### src/rtl/fsm_seq_detect_param_if.sv
// Stream-side bundle for the serial pattern detector.
// The sampler drives en/x/clr_cnt and the detector returns the match strobe, the count and its progress.
interface fsm_seq_detect_param_if #(
  parameter int CNT_W = 8,
  parameter int SW    = 2
);
  // en qualifies x for one cycle; there is no back-pressure, so every en=1 cycle is consumed.
  logic             en;
  logic             x;
  logic             clr_cnt;
  logic             y;
  logic [CNT_W-1:0] match_cnt;
  logic [SW-1:0]    progress;

  modport master (
    output en, x, clr_cnt,
    input  y, match_cnt, progress
  );

  modport slave (
    input  en, x, clr_cnt,
    output y, match_cnt, progress
  );
endinterface

### src/rtl/fsm_seq_detect_param.sv
// Mealy detector for an arbitrary LEN-bit serial pattern with a KMP next-state table built at elaboration.
// It produces a same-cycle match strobe, a saturating match counter and the matched-prefix length.
module fsm_seq_detect_param #(
  parameter int             LEN     = 3,
  parameter logic [LEN-1:0] PATTERN = 3'b101,
  parameter bit             OVERLAP = 1'b1,
  parameter int             CNT_W   = 8
) (
  input  logic                    clk,
  input  logic                    rst,
  fsm_seq_detect_param_if.slave   bus
);
  localparam int          SW    = ($clog2(LEN) > 0) ? $clog2(LEN) : 1;
  localparam logic [31:0] PAT32 = 32'(PATTERN);

  generate
    if (LEN < 1 || LEN > 32 || CNT_W < 1) begin : g_bad_params
      $error("fsm_seq_detect_param: LEN must be 1..32 and CNT_W >= 1");
    end
  endgenerate

  // State value is the number of pattern bits currently matched.
  typedef enum logic [SW-1:0] {S_EMPTY = '0} state_t;

  // Longest proper prefix of PATTERN that is a suffix of (first s pattern bits, then b).
  function automatic int kmp_next(input int s, input int b);
    int   res;
    int   t_idx;
    logic ok;
    res = 0;
    for (int k = 1; k <= LEN - 1; k++) begin
      if (k <= s + 1) begin
        ok = 1'b1;
        for (int j = 0; j < k; j++) begin
          t_idx = s + 1 - k + j;
          if (t_idx == s) begin
            if (PAT32[LEN-1-j] != b[0]) ok = 1'b0;
          end else if (PAT32[LEN-1-j] != PAT32[LEN-1-t_idx]) begin
            ok = 1'b0;
          end
        end
        if (ok) res = k;
      end
    end
    return res;
  endfunction

  logic [SW-1:0] w_nxt0 [LEN];
  logic [SW-1:0] w_nxt1 [LEN];

  // A full match in non-overlapping mode restarts from empty instead of the border.
  for (genvar g = 0; g < LEN; g++) begin : g_tbl
    localparam int N0 = (!OVERLAP && g == LEN - 1 && PAT32[0] == 1'b0) ? 0 : kmp_next(g, 0);
    localparam int N1 = (!OVERLAP && g == LEN - 1 && PAT32[0] == 1'b1) ? 0 : kmp_next(g, 1);
    assign w_nxt0[g] = SW'(N0);
    assign w_nxt1[g] = SW'(N1);
  end

  state_t           r_state;
  state_t           w_state_nxt;
  logic             w_y;
  logic [CNT_W-1:0] r_cnt;

  always_ff @(posedge clk) begin
    if (rst) r_state <= S_EMPTY;
    else     r_state <= w_state_nxt;
  end

  always_comb begin
    w_state_nxt = r_state;
    w_y         = 1'b0;
    if (bus.en && !rst) begin
      w_y         = (r_state == SW'(LEN - 1)) && (bus.x == PAT32[0]);
      w_state_nxt = state_t'(bus.x ? w_nxt1[r_state] : w_nxt0[r_state]);
    end
  end

  always_ff @(posedge clk) begin
    if (rst || bus.clr_cnt)         r_cnt <= '0;
    else if (w_y && (r_cnt != '1))  r_cnt <= r_cnt + 1'b1;
  end

  assign bus.y         = w_y;
  assign bus.match_cnt = r_cnt;
  assign bus.progress  = r_state;
endmodule
### src/flat_wrapper.sv
// flat-port wrapper written by rule: the top's interface ports become plain ports
module fsm_seq_detect_param_flat 
#(
  parameter int             LEN     = 3,
  parameter logic [LEN-1:0] PATTERN = 3'b101,
  parameter bit             OVERLAP = 1'b1,
  parameter int             CNT_W   = 8
)
  (clk, rst, bus_en, bus_x, bus_clr_cnt, bus_y, bus_match_cnt, bus_progress);
  fsm_seq_detect_param_if #(.CNT_W(CNT_W)) bus_i ();
  input  logic clk;
  input  logic rst;
  input wire logic [$bits(bus_i.en)-1:0] bus_en;
  input wire logic [$bits(bus_i.x)-1:0] bus_x;
  input wire logic [$bits(bus_i.clr_cnt)-1:0] bus_clr_cnt;
  output wire logic [$bits(bus_i.y)-1:0] bus_y;
  output wire logic [$bits(bus_i.match_cnt)-1:0] bus_match_cnt;
  output wire logic [$bits(bus_i.progress)-1:0] bus_progress;
  assign bus_i.en = bus_en;
  assign bus_i.x = bus_x;
  assign bus_i.clr_cnt = bus_clr_cnt;
  assign bus_y = bus_i.y;
  assign bus_match_cnt = bus_i.match_cnt;
  assign bus_progress = bus_i.progress;
  fsm_seq_detect_param #(.LEN(LEN), .PATTERN(PATTERN), .OVERLAP(OVERLAP), .CNT_W(CNT_W)) u_core (.clk(clk), .rst(rst), .bus(bus_i));
endmodule
### config.mk
export PLATFORM = sky130hd
export DESIGN_NAME = fsm_seq_detect_param_flat
export DESIGN_NICKNAME = d
export VERILOG_FILES = /design/src/rtl/fsm_seq_detect_param_if.sv /design/src/rtl/fsm_seq_detect_param.sv /design/src/flat_wrapper.sv
export SDC_FILE = /design/constraint.sdc
export NUM_CORES = 1
export LEC_CHECK = 0
export ABC_AREA = 1
export CAP_MARGIN = 20
export CORE_AREA = 2 2 39 41
export DETAILED_ROUTE_END_ITERATION = 10
export DIE_AREA = 0 0 41 43
export PLACE_DENSITY = 0.81
export SLEW_MARGIN = 20
export SYNTH_ARGS = -nofsm -noshare
export SYNTH_HDL_FRONTEND = slang
export SYNTH_SLANG_ARGS = --single-unit
### constraint.sdc
create_clock -name clk -period 3.2 [get_ports clk]
set_clock_uncertainty 0.05 [all_clocks]
set_input_delay 0.64 -clock clk [delete_from_list [all_inputs] [get_ports clk]]
set_output_delay 0.64 -clock clk [all_outputs]
set_load 0.005 [all_outputs]
==> results.md <==
* Multiplexer area fraction after synthesis at 0%
* Slew of the pin with the lowest slew margin at 0.523 ns
* Routed vias/inst at 4.88
* Register Area at 200 µm²
* Synth top area share at 32.7%
* Count of different cell masters after synthesis at 21
* Critical path, cell by cell: clkdlybuf4s50_1, inv_1, nand2_2, nor2_8, clkdlybuf4s50_1
* I/O pin cnt at 16
* Complex-gate fraction of the synthesized area at 7.55%
* Synth Area in Simple Gates at 45.9%
* Die ar. at 0.00176 mm²
* F_max at 0.366 GHz
* Synthesized instance count at 86
* Crit Path Class: input port to output pin
* Post-Synth Adder-Cell Area at 2.04%
* Crit-path max FO at 10
* Vias in the first global route at 523
* Syn-to-layout area delta at 33.7%
* Path category of the worst min-delay check: register to register
* Detailed Routing Iterations Pass 1 at 4
* Status: finished, final reports clean
* Largest area contributor in the netlist: dfxtp_1
* Buf/Inv on CP at 3
* Area taken by multi-input logic gates at 358 µm²
* Worst path max stage delay at 0.53 ns
* DIE HEIGHT at 43 µm
* Register area share after synthesis at 32.7%
* DRT antenna net count at 0
* GPL Wtd Cong at 0.800
* Levels on crit path at 5
* Minimum clock period at 2.73 ns
* DP Worst Slack at 0.465 ns
* Mean Syn Cell Area at 7.13 µm²
* Syn_nets at 92
* Setup crit start: rst
* Top post-synthesis cells by area: dfxtp_1 33%, nand2_1 9.8%, inv_1 8.0%, nor2_1 8.0%, nand2_2 5.1%
* Clock Sinks at 10
* Clock Tree Buf Depth at 2
* Slowest-stage cell, CP: clkdlybuf4s50_1
* CP most frequent cell: clkdlybuf4s50_1
* N_diodes at 0
* Drt wl/cell at 9.93 µm
* Later-pin clock latency in the skew report at 0.27 ns
* Starting density of the core at 44.3%
* Max-cap viol count at 0
* RSZ-0062 raised after global routing: false
* Most common cell in the netlist: nand2_1
* Remaining global-route overflow at 0
* Largest family of logic cells by synthesized area: simple AND/OR/NAND/NOR gates
* Final Worst Setup Slack at 0.470 ns
* Share of cells above drive strength 1 at 17.1%
* Net count, final at 112
* Post-Synth XOR/XNOR Area at 2.86%
* Final hold violations at 0
* YS warnings at 0
* Critical path arrival at 2.04 ns
* HP Start: u_core.bus.match_cnt[1]$_SDFFE_PP0P_
* Synth Cell Area at 613 µm²
* Final setup vio count at 0
* GRT Resource Usage Total at 17.7%
* Ys async rst share at 0%
* Num rows at 14
* Reg-to-reg setup timing slack at 1.80 ns
* R2R Path Start: u_core.bus.match_cnt[0]$_SDFFE_PP0P_
* Post-Route WL at 1.20 mm
* Worst vdd ir at 0.000303 V
* Htree depth at 1
* CTS Hold Bufs at 0
* FF-to-FF End: u_core.bus.match_cnt[0]$_SDFFE_PP0P_
* CP Launch Type: input port
* Root Buffer Master: clkbuf_4
* Vias after detailed routing at 590
* Number of fillers in the final layout at 134
* Reg2reg path depth at 8
* Post-synth top cells: 16 x nand2_1, 13 x inv_1, 13 x nor2_1
* Worst Setup End Kind: output pin
* Slew Limit Fails at 0
* First-pass GRT wire length at 2.07 mm
* Die width at 41 µm
* Setup TNS Final at 0 ns
* Pwr dens at 327 mW/mm²
* Post CTS Setup Buffer Count at 0
* CTS clock-pin slew for the worst setup and hold paths at 0.07 ns
* Critical Path RT at 2.51 ns
* TritonCTS Buffers at 3
* Pin count of the biggest net entering global routing at 11
* Initial DRC Count at 13
* Final period utilization at 85.3%
* Top_reg_cell synth: dfxtp_1
* Lkg Pwr at 0.348 nW
* Core area at 0.00138 mm²
* IO Port Bufs at 15
* CTS tree: built
* Initial antenna violation count at 0
* Detailed placement HPWL at 952 µm
* Family with the most delay on the worst path: buffers and inverters
* Residual DRC count at 0
* Cts repair resizes at 0
* Worst relative slew slack at 65.0%
* Critical Path Sink: bus_y
* Yosys reg bits at 10
* Post-synth EDFFs at 0
## stage by stage
step	hold slack, ns	power [W]	utilization [%]	area (µm²)	instances
after floorplan	0.461	0.000141	-	613	86
after global placement	0.467	0.000151	56.6	783	117
after detailed placement	0.476	0.000152	56.6	783	117
after CTS	0.485	0.000271	59.2	820	121
after global routing	0.519	0.000280	59.2	820	121
final	0.478	0.000268	59.2	820	121
## flip-flops by register name, indices dropped and copies added (netlist names)
| name | flops |
|---|---|
| u_core.bus.progress | 2 |
| u_core.bus.match_cnt | 8 |
## logic make-up after synthesis
logic type / count (synthesis)
DFF: 10
adders and majority gates: 1
and+or+nand+nor: 51
buffers and inverters: 14
AOI/OAI and AO/OA: 8
xor gates and xnor gates: 2
## worst min-delay path by stage
stage                                                      end  slack, ns  cells after the start
after detailed placement  u_core.bus.match_cnt[1]$_SDFFE_PP0P_       0.48                      2
final                     u_core.bus.match_cnt[1]$_SDFFE_PP0P_       0.48                      2
after global routing      u_core.bus.match_cnt[2]$_SDFFE_PP0P_       0.52                      2
after global placement    u_core.bus.match_cnt[1]$_SDFFE_PP0P_       0.47                      2
after CTS                 u_core.bus.match_cnt[1]$_SDFFE_PP0P_       0.48                      2
after floorplan           u_core.bus.match_cnt[1]$_SDFFE_PP0P_       0.46                      2
## cell type report
cell class | count | area share, %
Multi-Input combinational cell | 62 | 43.7
Sequential cell | 10 | 24.4
Clock buffer | 4 | 4.43
Tap cell | 16 | 2.44
Timing Repair Buffer | 15 | 18.3
Inverter | 14 | 6.72
## cells in the final DEF, fill, tap and decap left out, drive strengths merged
master         instances
ha                     1
xor2                   1
o21ai                  2
a211oi                 1
xnor2                  1
clkdlybuf4s50         15
nand4                  2
nand2                 23
dfxtp                 10
clkbuf                 4
nor3                   2
a21oi                  5
inv                   14
nor2                  17
nand3                  7
## layer usage
metal	vias up	track usage [%]	part of all wire [%]
li1	308	-	-
met1	263	20.2	42
met2	17	27.2	49
met3	2	6.28	6.8
met4	0	10.0	2.2
met5	-	0	0
## report_power, final
group / total, W / switching (W) / internal [W] / leakage, nW
sequential: 0.000128 / 0.00000191 / 0.000126 / 0.0808
combinational: 0.0000216 / 0.0000112 / 0.0000105 / 0.246
clock: 0.000119 / 0.0000495 / 0.0000692 / 0.0210
## worst reg2reg max path, stage by stage (launching register included)
cell and delay, ns:
dfxtp_1 0.42, ha_1 0.22, inv_1 0.09, nor2_4 0.16
nand2_4 0.10, nand2_4 0.09, inv_4 0.04, nor2_1 0.10
nor2_2 0.05
Note: power is estimated with default switching activity, not from simulation.
